File: src/rtl/regbank_wb_arbiter.sv
// Writeback arbiter: two source FIFOs drained round-robin into the register-bank write port.
// Define REGBANK_WB_FIXED_PRIO_EN to give the memory-load source fixed priority.
module regbank_wb_arbiter #(
  parameter int unsigned DATA_W     = 8,
  parameter int unsigned ADDR_W     = 4,
  parameter int unsigned FIFO_DEPTH = 2
) (
  input  logic                 i_clk,
  input  logic                 i_reset,
  input  logic                 i_alu_valid,
  output logic                 o_alu_ready,
  input  logic [ADDR_W-1:0]    i_alu_reg,
  input  logic [DATA_W-1:0]    i_alu_data,
  input  logic                 i_mem_valid,
  output logic                 o_mem_ready,
  input  logic [ADDR_W-1:0]    i_mem_reg,
  input  logic [DATA_W-1:0]    i_mem_data,
  output logic                 o_write_en,
  output logic [ADDR_W-1:0]    o_write_reg,
  output logic [DATA_W-1:0]    o_write_data,
  output logic                 o_grant_src,
  output logic [2**ADDR_W-1:0] o_pending
);

  localparam int unsigned PtrW = $clog2(FIFO_DEPTH);
  localparam logic [PtrW:0] DepthC = (PtrW+1)'(FIFO_DEPTH);

  // Index 0 = ALU source, index 1 = memory-load source.
  logic [ADDR_W-1:0] reg_q  [2][FIFO_DEPTH];
  logic [DATA_W-1:0] data_q [2][FIFO_DEPTH];
  logic [PtrW-1:0]   wptr_q [2], wptr_d [2];
  logic [PtrW-1:0]   rptr_q [2], rptr_d [2];
  logic [PtrW:0]     cnt_q  [2], cnt_d  [2];

  logic [ADDR_W-1:0] rin [2];
  logic [DATA_W-1:0] din [2];
  logic [1:0]        vin, rdy, push, pop, nempty;
  logic              grant_mem;

  logic              we_q, we_d;
  logic [ADDR_W-1:0] wreg_q, wreg_d;
  logic [DATA_W-1:0] wdata_q, wdata_d;
  logic              src_q, src_d;
  logic [PtrW-1:0]   rel;

  always_comb begin
    vin    = {i_mem_valid, i_alu_valid};
    rin[0] = i_alu_reg;
    rin[1] = i_mem_reg;
    din[0] = i_alu_data;
    din[1] = i_mem_data;
    for (int s = 0; s < 2; s++) begin
      nempty[s] = cnt_q[s] != '0;
      rdy[s]    = cnt_q[s] != DepthC;
      // Register 0 completes the handshake but is dropped here.
      push[s]   = vin[s] & rdy[s] & (rin[s] != '0);
    end
  end

  assign o_alu_ready = rdy[0];
  assign o_mem_ready = rdy[1];

`ifdef REGBANK_WB_FIXED_PRIO_EN
  assign grant_mem = nempty[1];
`else
  logic pref_q, pref_d;  // 0 favours ALU, 1 favours MEM

  assign grant_mem = nempty[1] & (~nempty[0] | pref_q);
  assign pref_d    = (|nempty) ? ~grant_mem : pref_q;

  always_ff @(posedge i_clk or negedge i_reset) begin
    if (!i_reset) pref_q <= 1'b0;
    else          pref_q <= pref_d;
  end
`endif

  assign pop = {grant_mem, nempty[0] & ~grant_mem};

  always_comb begin
    for (int s = 0; s < 2; s++) begin
      wptr_d[s] = wptr_q[s] + PtrW'(push[s]);
      rptr_d[s] = rptr_q[s] + PtrW'(pop[s]);
      cnt_d[s]  = cnt_q[s] + (PtrW+1)'(push[s]) - (PtrW+1)'(pop[s]);
    end
    we_d    = |nempty;
    src_d   = grant_mem;
    wreg_d  = wreg_q;
    wdata_d = wdata_q;
    if (grant_mem) begin
      wreg_d  = reg_q[1][rptr_q[1]];
      wdata_d = data_q[1][rptr_q[1]];
    end else if (nempty[0]) begin
      wreg_d  = reg_q[0][rptr_q[0]];
      wdata_d = data_q[0][rptr_q[0]];
    end
  end

  // Storage needs no reset: occupancy alone decides which entries are live.
  always_ff @(posedge i_clk) begin
    for (int s = 0; s < 2; s++) begin
      if (push[s]) begin
        reg_q[s][wptr_q[s]]  <= rin[s];
        data_q[s][wptr_q[s]] <= din[s];
      end
    end
  end

  always_ff @(posedge i_clk or negedge i_reset) begin
    if (!i_reset) begin
      for (int s = 0; s < 2; s++) begin
        wptr_q[s] <= '0;
        rptr_q[s] <= '0;
        cnt_q[s]  <= '0;
      end
      we_q    <= 1'b0;
      wreg_q  <= '0;
      wdata_q <= '0;
      src_q   <= 1'b0;
    end else begin
      for (int s = 0; s < 2; s++) begin
        wptr_q[s] <= wptr_d[s];
        rptr_q[s] <= rptr_d[s];
        cnt_q[s]  <= cnt_d[s];
      end
      we_q    <= we_d;
      wreg_q  <= wreg_d;
      wdata_q <= wdata_d;
      src_q   <= src_d;
    end
  end

  assign o_write_en   = we_q;
  assign o_write_reg  = wreg_q;
  assign o_write_data = wdata_q;
  assign o_grant_src  = src_q;

  always_comb begin
    o_pending = '0;
    rel       = '0;
    for (int s = 0; s < 2; s++) begin
      for (int i = 0; i < FIFO_DEPTH; i++) begin
        rel = PtrW'(i) - rptr_q[s];
        if ({1'b0, rel} < cnt_q[s]) o_pending[reg_q[s][i]] = 1'b1;
      end
    end
    if (we_q) o_pending[wreg_q] = 1'b1;
  end

endmodule
File: config.mk
export PLATFORM = sky130hd
export DESIGN_NAME = regbank_wb_arbiter
export DESIGN_NICKNAME = d
export VERILOG_FILES = /design/src/rtl/regbank_wb_arbiter.sv
export SDC_FILE = /design/constraint.sdc
export NUM_CORES = 1
export LEC_CHECK = 0
export CAP_MARGIN = 20
export CORE_ASPECT_RATIO = 1.4
export CORE_MARGIN = 1.5
export CORE_UTILIZATION = 40
export DETAILED_ROUTE_END_ITERATION = 12
export PLACE_DENSITY = 0.61
export SLEW_MARGIN = 30
export SYNTH_ARGS = -nofsm -noshare
export SYNTH_HDL_FRONTEND = slang
export SYNTH_SLANG_ARGS = --single-unit
File: constraint.sdc
create_clock -name i_clk -period 2.7 [get_ports i_clk]
set_input_delay 0.675 -clock i_clk [delete_from_list [all_inputs] [get_ports i_clk]]
set_output_delay 0.675 -clock i_clk [all_outputs]
set_load 0.05 [all_outputs]
# [Yosys cells after proc, flatten, opt, wreduce, memory -nomap -nowiden]
# Memories as Yosys holds them, arrays and structs flattened.
# Index checks and enable logic that the tools add are counted.
[op_classes] muxes=45 mul=0 shifts=0 eq_ne=2 add_sub_neg=12 bitwise=17 reduce_logical=13 div_mod_pow=0 order_cmp=20
[ops] op="$mux 16" count=7
[ops] op="$mux 8" count=12
[ops] op="$or 16x16->16" count=4
[ops] op="$mux 4" count=10
[ops] op="$lt 4x5->1 const B" count=5
[ops] op="$demux 1 s4" count=5
[ops] op="$ge 4x1->1 const B" count=5
[ops] op="$demux 8 s1" count=2
[ops] op="$demux 4 s1" count=2
[ops] op="$ge 2x2->1 const B" count=4
[ops] op="$lt 1x2->1" count=4
[ops] op="$not 1->2" count=4
[ops] op="$reduce_bool 4->1" count=2
[ops] op="$logic_and 1x1->1" count=7
[ops] op="$mux 1" count=7
[ops] op="$and 1x1->1" count=6
[ops] op="$reduce_bool 2->1" count=3
[ops] op="$add 1x1->1" count=4
[ops] op="$add 2x1->2" count=2
[ops] op="$lt 2x1->1 const B" count=2
[ops] op="$ne 2x2->1 const B" count=2
[ops] op="$sub 1x1->1 const A" count=4
[ops] op="$sub 2x1->2" count=2
[ops] op="$not 1->1" count=2
[ops] op="other kinds (2)" count=2
[word_totals] reg_bits=23 ram_bits=48 romBits=0 memories=2 inputBits=28 output_inout_bits=32 latchBits=0 wordCells=122
[mem_list] name="data_q" words=2 word_bits=16 rd=2 rd_ports_with_merged_regs=0 wr=2 line_no="30" text="logic [DATA_W-1:0] data_q [2][FIFO_DEPTH];"
[mem_list] name="reg_q" words=2 word_bits=8 rd=2 rd_ports_with_merged_regs=0 wr=2 line_no="29" text="logic [ADDR_W-1:0] reg_q [2][FIFO_DEPTH];"

# [Depth between registers and ports, before layout]
# Gate-level depths: netlist of the first run.
[depth] word_depth=13 mapped_depth=9 mapped_depth_nobuf=8

# [Least setup slack after synthesis of the first run]
# No wires, ideal clock.
[synth_timing] kind="reg-to-output" from="register wreg_q[1], in the netlist o_write_reg[1]" to="output o_pending[5]" path_buffers=0 path_slack_ns=0.217 required_ns=2.025 arrival_ns=1.808 stages_incl_launch_ff=4 path_cell_list="dfrtp_1 -> nand2b_1 -> o32ai_1 -> or4_1"
[synth_via] elab_chain_cells=6 word_cells_on_any_way=7 cone_classes="order compare (2); mux (3); bitwise (1); reduce/logical (1)"
[synth_lines] element="start, declared" line_no="41" text="logic [ADDR_W-1:0] wreg_q, wreg_d;"
[synth_lines] element="start signal, assigned" line_no="126" text="wreg_q <= wreg_d;"
[synth_lines] element="$lt 4x5->1 (implied by the code) / $ge 4x1->1 (equally long branches)" line_no="146" text="if (we_q) o_pending[wreg_q] = 1'b1;"
[synth_lines] element="$logic_and 1x1->1 (implied by the code)" line_no="146"
[synth_lines] element="$mux 1 (implied by the code)" line_no="146"
[synth_lines] element="$demux 1 s4 (*)" line_no="146"
[synth_lines] element="$or 16x16->16 (no source line) (*)"
[synth_lines] element="$mux 16 (*)" line_no="146"
[synth_lines] element="end, declared" line_no="22" text="output logic [2**ADDR_W-1:0] o_pending"
# Every way passes the cells marked *; elsewhere a longest branch is shown, timed or not.

# [Worst setup path after layout of the first run]
[layout_timing] from="register cnt_q[0] (netlist name)" to="output o_pending[5]"
[layout_via] elab_chain_cells=6 word_cells_on_any_way=7 cone_classes="order compare (2); mux (3); bitwise (2)"
[layout_lines] element="start, declared" line_no="33" text="logic [PtrW:0] cnt_q [2], cnt_d [2];"
[layout_lines] element="start signal, assigned by index" line_no="123" text="cnt_q[s] <= cnt_d[s];"
[layout_lines] element="$lt 1x2->1" line_no="143" text="if ({1'b0, rel} < cnt_q[s]) o_pending[reg_q[s][i]] = 1'b1;"
[layout_lines] element="$mux 16" line_no="143"
[layout_lines] element="$or 16x16->16 (no source line)"
[layout_lines] element="$mux 16 (*)" line_no="143"
[layout_lines] element="$or 16x16->16 (no source line)"
[layout_lines] element="$mux 16 (*)" line_no="146"
# Marks and branches as above.

==> qor.yml, run 1 <==
finalClockSkew_ns: 0.00402
period_needed_ns: 2.65
syn2layout_area_growth_pct: 31.5
synthCells: 339
p_leak_uw: 0.00192
hold_viol: 0
insertion_delay_ns: 0.32
rsz0062_at_grt: "yes"
grt_pass1_vias: 2932
drv_slew: 0
initial_core_util: 0.412
hpwlAfterDp_um: 7300
p_sw_uw: 2950
synth_top_area_frac: 0.388
worstHoldPathType: "flop to flop"
cts_buffer_depth: 2
total_power_uw: 6710
holdWs_ns: 0.537
cts_max_level: 3
rows: 41
utilization: 0.541
final_cells: 520
min_period_over_period: 0.981
r2r_start: "cnt_q[1]"
synthFlopType: "edfxtp_1"
max_freq_ghz: 0.378
grt_max_degree: 24
cp.required_ns: 2.03
grt_use_met2: 0.377
antenna_found_initial: 0
synth-edff-count: 48
place_inst: 495
worst-slew-pin-transition_ns: 0.585
power.internal_uw: 3760
dieHeight_um: 117
grt_usage: 0.207
die-area_um2: 9890
post-place-ws_ns: 0.144
post-route-drc-count: 0
swShare: 0.439
ys_top_cells_by_area: "edfxtp_1, dfrtp_1, mux2i_1, nand3_1, nand4_1"
netlist_area_um2: 3720
avgRoutedWirePerCell_um: 18.7
critPathMaxStageDelay_ns: 0.51
via_per_inst: 5.71
grt_pass1_wl_um: 15200
status: "completed"
die_w_um: 84.5
critical-path-top-delay-family: "simple AND/OR/NAND/NOR gates"
largest_reg_flops: 32
yosysUniqueCellTypes: 44
hold_buffers: 0
crit_buf_inv: 1
crit_slowest_cell: "or4_4"
clk_pin_slew_worst_paths_ns: 0.05
drive_gt1_frac: 0.148
synthTopCellsByCount: "edfxtp_1, nand3_1, mux2i_1, nand2_1, dfrtp_1"
p_seq_frac: 0.281
combPwrFrac: 0.562
cap_violations: 0
crit_fanout: 5
place.gp.congestion: 0.994
synth.avg_cell_area_um2: 11.0
grt_use_met3: 0.0365
cts_sinks: 71
worstSetupStartpointType: "flop"
numCtsBuffers: 9
vias: 2970
setup_viol: 0
synth_warnings: 0
startpoint: "cnt_q[0]"
seq_area_frac_synth: 0.542
fillers: 801
endpoint_kind: "output port"
ioPinCount: 60
drtIter0Drc: 105
cts_tree: "done"
min-delay-start: "o_write_data[7]"
crit_chain: "nor2b_4, or2_4, and3_4, or4_4, buf_6"
slew_headroom: 0.610
core_area_um2: 9030
globalRouteMet1Util: 0.216
synth_most_common_cell: "edfxtp_1"
vdd_drop_max_v: 0.000965
overflow: 0
cts-root-buf: "clkbuf_16"
routed_wl_um: 9730
clkPwrFrac: 0.156
ant_nets: 0
fin_ws_ns: 0.0522
synth_top_area_cell: "edfxtp_1"
portBuffers: 59
nets: 444
synth_async_sr_flop_share: 0.324
cp_data_arrival_time_ns: 1.97
grt.busiest_layer: "met2"
worstSetupPathType: "flop to output port"
firstDrtPassIters: 5
pwr_density_cell_nw_per_um2: 1370
diodes: 0
syn-num-nets: 375
ys_seq_elements: 71
==> worst register-to-register path: stages, from the launching register on <==
cell     delay, ns
dfrtp_2       0.44
buf_4         0.16
or2_1         0.26
buf_4         0.18
a21oi_2       0.19
ha_1          0.25
inv_1         0.05
ha_1          0.14
xnor2_1       0.13
xnor2_1       0.13
==> path summary, 6_finish.rpt <==
kind | end | slack, ns | cells after the start
worst max register to register | cnt_q[3] | 0.68 | 9
worst max-delay path | o_pending[5] | 0.05 | 5
max in group asynchronous | cnt_q[1] | 1.73 | 2
min in group asynchronous | wptr_q[1] | 0.71 | 2
worst min-delay path | o_write_data[7] | 0.54 | 1
worst min register to register | o_write_data[7] | 0.54 | 1
==> power groups by stage <==
stage	registers, µW	clock network (µW)	logic, µW
2_1_floorplan	2100	0	2200
3_3_place_gp	1910	0	3610
3_5_place_dp	1910	0	3640
4_1_cts	1890	1080	3710
5_1_grt	1940	1120	4050
6_report	1890	1050	3770
==> cell families (layout without fill, tap and decap cells) <==
logic type               after synthesis  in the layout  synth area share
AND/OR/NAND/NOR                      144            144             0.212
XOR/XNOR                               6              6            0.0141
flip-flops                            71             71             0.542
multiplexers                          24             24            0.0646
buffers and inverters                 32            106            0.0394
adder cells (fa/ha/maj)                8              8            0.0269
AO/OA/AOI/OAI                         54             54             0.100
==> metal layers <==
metal / vias up / wire (µm)
li1: 1415 / -
met1: 1413 / 3640
met2: 111 / 5200
met3: 31 / 329
met4: 0 / 551
met5: - / 0
==> cells in the final DEF (no fill, tap or decap), types with 3 or more instances in the layout <==
cell type        synthesis  layout
o32ai_1                  3       3
nand2_1                 24      24
or2_1                    3       3
mux2i_1                 24      24
dfrtp_2                  0       3
buf_12                   0      11
dfrtp_1                 23      20
a21oi_1                 11      10
o211a_1                  6       6
clkbuf_16                0       9
nand3_1                 26      26
nor2_1                  19      19
inv_1                   11      11
nor3b_1                  3       3
buf_6                    2       4
o32a_1                   7       7
nor3_1                  10      10
clkdlybuf4s50_1          0      43
buf_4                    0      20
nor2b_1                  9       9
o21ai_1                 15      14
nand2b_1                 9       9
xnor2_1                  5       5
clkbuf_1                 9       3
edfxtp_1                48      48
nand4_1                 20      20
o22ai_1                  4       4
nand3b_1                 3       3
or4_1                    5       4
ha_1                     8       8
==> repair_timing <==
item / in CTS / in global routing
gates cloned: 0 / 0
gates resized for setup: 2 / 9
endpoints found under the setup margin: 3 / 12
buffers inserted: 3 / 6
pin swaps: 1 / 2
==> area by class of cell <==
cell class,instances,area (µm²),share of cell area
flip-flops and latches,71,2020,0.413
multi-input cells,236,1570,0.321
repair buffers,78,846,0.173
clock buffers,14,264,0.0540
well taps,107,134,0.0274
inverters,12,45.0,0.00921
clock inverters,2,7.51,0.00154
==> stage by stage <==
step	TNS [ns]	instance area, µm²
5_1_grt	-0.0355	4890
2_1_floorplan	0	3720
4_1_cts	-0.0129	4820
3_5_place_dp	0	4510
3_3_place_gp	0	4510
6_report	0	4890
Power figures use the tool's default switching activity.
==> inputs of run 2 (changes only) <==
- PLACE_DENSITY: 0.61 -> default
- SETUP_SLACK_MARGIN: default -> 0.1
- clock period: 2.7 -> 2.8 ns (I/O delays scaled with it)
==> qor.yml, run 2 (same netlist as run 1, synthesis figures left out) <==
worst-r2r-setup-slack_ns: 0.80  # was 0.68 ns
post-route-drc-count: 0  # unchanged
vias: 2971  # was 2970
hold_buffers: 0  # unchanged
final_cells: 523  # was 520
rsz0062_at_grt: "yes"  # unchanged
finalClockSkew_ns: 0.00508  # was 0.00402 ns
vdd_drop_max_v: 0.000786  # was 0.000965 V
cp_data_arrival_time_ns: 1.97  # about the same
numCtsBuffers: 9  # unchanged
antenna_found_initial: 0  # unchanged
via_per_inst: 5.68  # was 5.71
grt_pass1_wl_um: 15000  # was 15200 µm
crit_fanout: 4  # was 5
cts_max_level: 3  # unchanged
ioPinCount: 60  # unchanged
max_freq_ghz: 0.374
worstSetupPathType: "flop to output port"  # unchanged
worstSetupStartpointType: "flop"  # unchanged
worst-slew-pin-transition_ns: 0.604  # was 0.585 ns
grt_max_degree: 24  # unchanged
cts_tree: "done"  # unchanged
cts_buffer_depth: 2  # unchanged
cap_violations: 0  # unchanged
firstDrtPassIters: 4  # was 5
final_common_cell: "edfxtp_1"  # unchanged
min_period_over_period: 0.955
setup-tns-final_ns: 0  # unchanged
rows: 41  # unchanged
place.gp.congestion: 0.958  # was 0.994
hpwlAfterDp_um: 7470  # was 7300 µm
portBuffers: 59  # unchanged
core_area_um2: 9030  # unchanged
cp.required_ns: 2.10  # was 2.03 ns
pwr_density_cell_nw_per_um2: 1340  # was 1370 nW/µm²
grt_usage: 0.204  # was 0.207
dpl_cell_area_um2: 4510  # about the same
p_leak_uw: 0.00195  # was 0.00192 µW
nets: 447  # was 444
largest_reg_flops: 32  # unchanged
critPathMaxStageDelay_ns: 0.53  # was 0.51 ns
clk_pin_slew_worst_paths_ns: 0.05  # about the same
avgRoutedWirePerCell_um: 18.9  # was 18.7 µm
syn2layout_area_growth_pct: 32.3  # was 31.5%
crit_slowest_cell: "or4_1"  # was or4_4
crit_chain: "nor2b_4, o21ai_1, nor3_1, or4_1, buf_4"  # was nor2b_4, or2_4, and3_4, or4_4, buf_6
die_w_um: 84.5  # unchanged
period_needed_ns: 2.67
mostFrequentLayoutCells: "edfxtp_1, clkdlybuf4s50_1, nand3_1, buf_4"  # was edfxtp_1, clkdlybuf4s50_1, nand3_1
cts-root-buf: "clkbuf_16"  # unchanged
fin_area_um2: 4920  # was 4890 µm²
endpoint_kind: "output port"  # unchanged
drtIter0Drc: 119  # was 105
place_inst: 494  # was 495
die-area_um2: 9890  # unchanged
initial_core_util: 0.412  # unchanged
drv_slew: 0  # unchanged
grt_pass1_vias: 2944  # was 2932
holdWs_ns: 0.533  # was 0.537 ns
cts_sinks: 71  # unchanged
hold_viol: 0  # unchanged
dieHeight_um: 117  # unchanged
diodes: 0  # unchanged
worstHoldPathType: "flop to flop"  # unchanged
overflow: 0  # unchanged
routed_wl_um: 9890  # was 9730 µm
slew_headroom: 0.597  # was 0.610
ant_nets: 0  # unchanged
status: "completed"  # unchanged
setup_viol: 0  # unchanged
drive_gt1_frac: 0.159  # was 0.148
insertion_delay_ns: 0.33  # was 0.32 ns
==> run 2: changes by cell type in the layout (fill, tap and decap cells not counted) <==
cell | before | now
clkbuf_8 | 2 | 1
clkbuf_1 | 3 | 2
o21ai_1 | 14 | 15
buf_6 | 4 | 0
buf_8 | 0 | 1
o21ai_2 | 2 | 1
clkinv_2 | 0 | 3
buf_4 | 20 | 26
bufinv_16 | 0 | 1
clkinv_1 | 2 | 0
==> run 2: final timing paths <==
path	startpoint	endpoint	cells after the start
worst max-delay path	cnt_q[0]	o_pending[1]	5
worst min-delay path	o_write_data[7]	o_write_data[7]	1
worst max register to register	cnt_q[0]	cnt_q[3]	9
worst min register to register	o_write_data[7]	o_write_data[7]	1
max in group asynchronous	i_reset	cnt_q[0]	2
min in group asynchronous	i_reset	wptr_q[1]	2
==> run 2: metrics by stage <==
| step | util | power [µW] | worst slack, ns |
|---|---|---|---|
| 5_1_grt | 0.545 | 6930 | 0.0722 |
| 3_3_place_gp | 0.499 | 5330 | 0.233 |
| 2_1_floorplan | - | 4150 | 0.292 |
| 6_report | 0.545 | 6570 | 0.126 |
| 4_1_cts | 0.536 | 6530 | 0.0831 |
| 3_5_place_dp | 0.499 | 5350 | 0.195 |
==> run 2: area by class of cell <==
class                   count  area, µm²
well taps                 107        134
inverters                  12       45.0
flip-flops and latches     71       2020
clock buffers              12        246
repair buffers             81        861
fillers                   795       4110
clock inverters             4       45.0
multi-input cells         236       1570
==> run 2: where the power goes <==
group / internal [µW] / switching, µW / leakage (µW)
sequential: 1500 / 306 / 0.000707
combinational: 1490 / 2170 / 0.00110
clock: 708 / 387 / 0.000146
==> run 2: worst max-delay path, delay by kind of cell, from the launching register on <==
| family | cells | cell delay, ns |
|---|---|---|
| AO/OA/AOI/OAI | 1 | 0.25 |
| flip-flops | 1 | 0.42 |
| buffers and inverters | 1 | 0.21 |
| AND/OR/NAND/NOR | 3 | 0.77 |
==> run 2: per-layer routing <==
| metal | share of wire | global-route usage | vias to the layer above | wire [µm] |
|---|---|---|---|---|
| met3 | 0.038 | 0.0302 | 34 | 373 |
| li1 | - | - | 1415 | - |
| met2 | 0.55 | 0.393 | 115 | 5430 |
| met4 | 0.054 | 0.141 | 0 | 533 |
| met5 | 0 | 0 | - | 0 |
| met1 | 0.36 | 0.201 | 1407 | 3550 |
==> run 2: timing repair <==
item / CTS / global route
pin swaps: 1 / 3
resized for setup: 5 / 3
setup endpoints to repair: 3 / 7
cloned: 0 / 0
setup buffers: 4 / 9
==> inputs of run 3 (changes only) <==
- GPL_ROUTABILITY_DRIVEN: default -> 0
==> qor.yml, run 3 (same netlist as run 1, synthesis figures left out) <==
largest_reg_flops: 32  # unchanged
grt_pass1_wl_um: 14900  # was 15000 µm
drv_slew: 0  # unchanged
rows: 41  # unchanged
cts_tree: "done"  # unchanged
finalClockSkew_ns: 0.00636  # was 0.00508 ns
vdd_drop_max_v: 0.000756  # was 0.000786 V
grt_max_degree: 24  # unchanged
grt_pass1_vias: 2953  # was 2944
fillers: 807  # was 795
syn2layout_area_growth_pct: 31.0  # was 32.3%
min_period_over_period: 0.962  # was 0.955
cp.required_ns: 2.10  # about the same
slew_headroom: 0.602  # was 0.597
cap_violations: 0  # unchanged
final_cells: 517  # was 523
worstSetupStartpointType: "flop"  # unchanged
worst-slew-pin-transition_ns: 0.598  # was 0.604 ns
p_leak_uw: 0.00191  # was 0.00195 µW
insertion_delay_ns: 0.33  # about the same
cts_buffer_depth: 2  # unchanged
setup-tns-final_ns: 0  # unchanged
core_area_um2: 9030  # unchanged
rsz0062_at_grt: "yes"  # unchanged
avgRoutedWirePerCell_um: 18.7  # was 18.9 µm
holdWs_ns: 0.530  # was 0.533 ns
dieHeight_um: 117  # unchanged
hpwlAfterDp_um: 7120  # was 7470 µm
drtIter0Drc: 137  # was 119
antenna_found_initial: 0  # unchanged
pwr_density_cell_nw_per_um2: 1330  # was 1340 nW/µm²
overflow: 0  # unchanged
initial_core_util: 0.412  # unchanged
hold_viol: 0  # unchanged
numCtsBuffers: 9  # unchanged
place_inst: 491  # was 494
cts_sinks: 71  # unchanged
firstDrtPassIters: 4  # unchanged
setup_viol: 0  # unchanged
post-route-drc-count: 0  # unchanged
final_common_cell: "edfxtp_1"  # unchanged
routed_wl_um: 9680  # was 9890 µm
worstSetupPathType: "flop to output port"  # unchanged
die-area_um2: 9890  # unchanged
crit_fanout: 9  # was 4
diodes: 0  # unchanged
via_per_inst: 5.70  # was 5.68
total_power_uw: 6480  # was 6570 µW
grt_usage: 0.202  # was 0.204
cp_data_arrival_time_ns: 1.99  # was 1.97 ns
ant_nets: 0  # unchanged
ioPinCount: 60  # unchanged
nets: 441  # was 447
max_freq_ghz: 0.371  # was 0.374 GHz
vias: 2946  # was 2971
worstHoldPathType: "flop to flop"  # unchanged
cts-root-buf: "clkbuf_16"  # unchanged
cts_max_level: 3  # unchanged
mostFrequentLayoutCells: "edfxtp_1, clkdlybuf4s50_1, nand3_1"  # was edfxtp_1, clkdlybuf4s50_1, nand3_1, buf_4
period_needed_ns: 2.69  # was 2.67 ns
endpoint_kind: "output port"  # unchanged
clk_pin_slew_worst_paths_ns: 0.05  # about the same
drive_gt1_frac: 0.149  # was 0.159
portBuffers: 59  # unchanged
status: "completed"  # unchanged
die_w_um: 84.5  # unchanged
## run 3: final cells by class
cell class / count / area (µm²) / area share
multi-input cells: 236 / 1580 / 0.324
inverters: 12 / 45.0 / 0.00925
clock inverters: 1 / 5.00 / 0.00103
clock buffers: 15 / 268 / 0.0550
well taps: 107 / 134 / 0.0275
flip-flops and latches: 71 / 2020 / 0.415
repair buffers: 75 / 820 / 0.168
## run 3: path summary, 6_finish.rpt
kind	from	to	slack [ns]	cells past startpoint
worst min-delay path	o_write_data[0]	o_write_data[0]	0.53	1
worst max-delay path	reg_q[0][7]	o_pending[9]	0.11	4
min in group asynchronous	i_reset	wptr_q[1]	0.74	2
worst max register to register	cnt_q[0]	cnt_q[3]	0.72	10
worst min register to register	o_write_data[0]	o_write_data[0]	0.53	1
max in group asynchronous	i_reset	rptr_q[0]	1.80	2
## run 3: through the flow
step	setup slack (ns)	instance area (µm²)	util
floorplan	0.292	3720	-
global placement	0.249	4480	0.497
detailed placement	0.212	4480	0.497
CTS	0.0998	4830	0.535
global route	0.0644	4870	0.539
finish	0.107	4870	0.539
## run 3: per-layer routing
| metal | GRT usage | wire (µm) |
|---|---|---|
| met1 | 0.195 | 3520 |
| met4 | 0.144 | 574 |
| met5 | 0 | 0 |
| met3 | 0.0379 | 420 |
| met2 | 0.385 | 5160 |
## run 3: power breakdown
part           internal (µW)  switching [µW]
Sequential              1510             347
Clock                    647             374
Combinational           1490            2120
Total                   3640            2840
## run 3: timing repair
item,CTS,global route
hold buffers,0,0
pin swaps,2,2
endpoints found under the setup margin,3,15
resized for setup,8,4
buffers inserted,6,4
## run 3: critical path: stages, from the launching register on
cell,delay (ns)
edfxtp_1,0.53
nor2b_1,0.23
nor3b_1,0.16
or4_1,0.54
buf_4,0.21
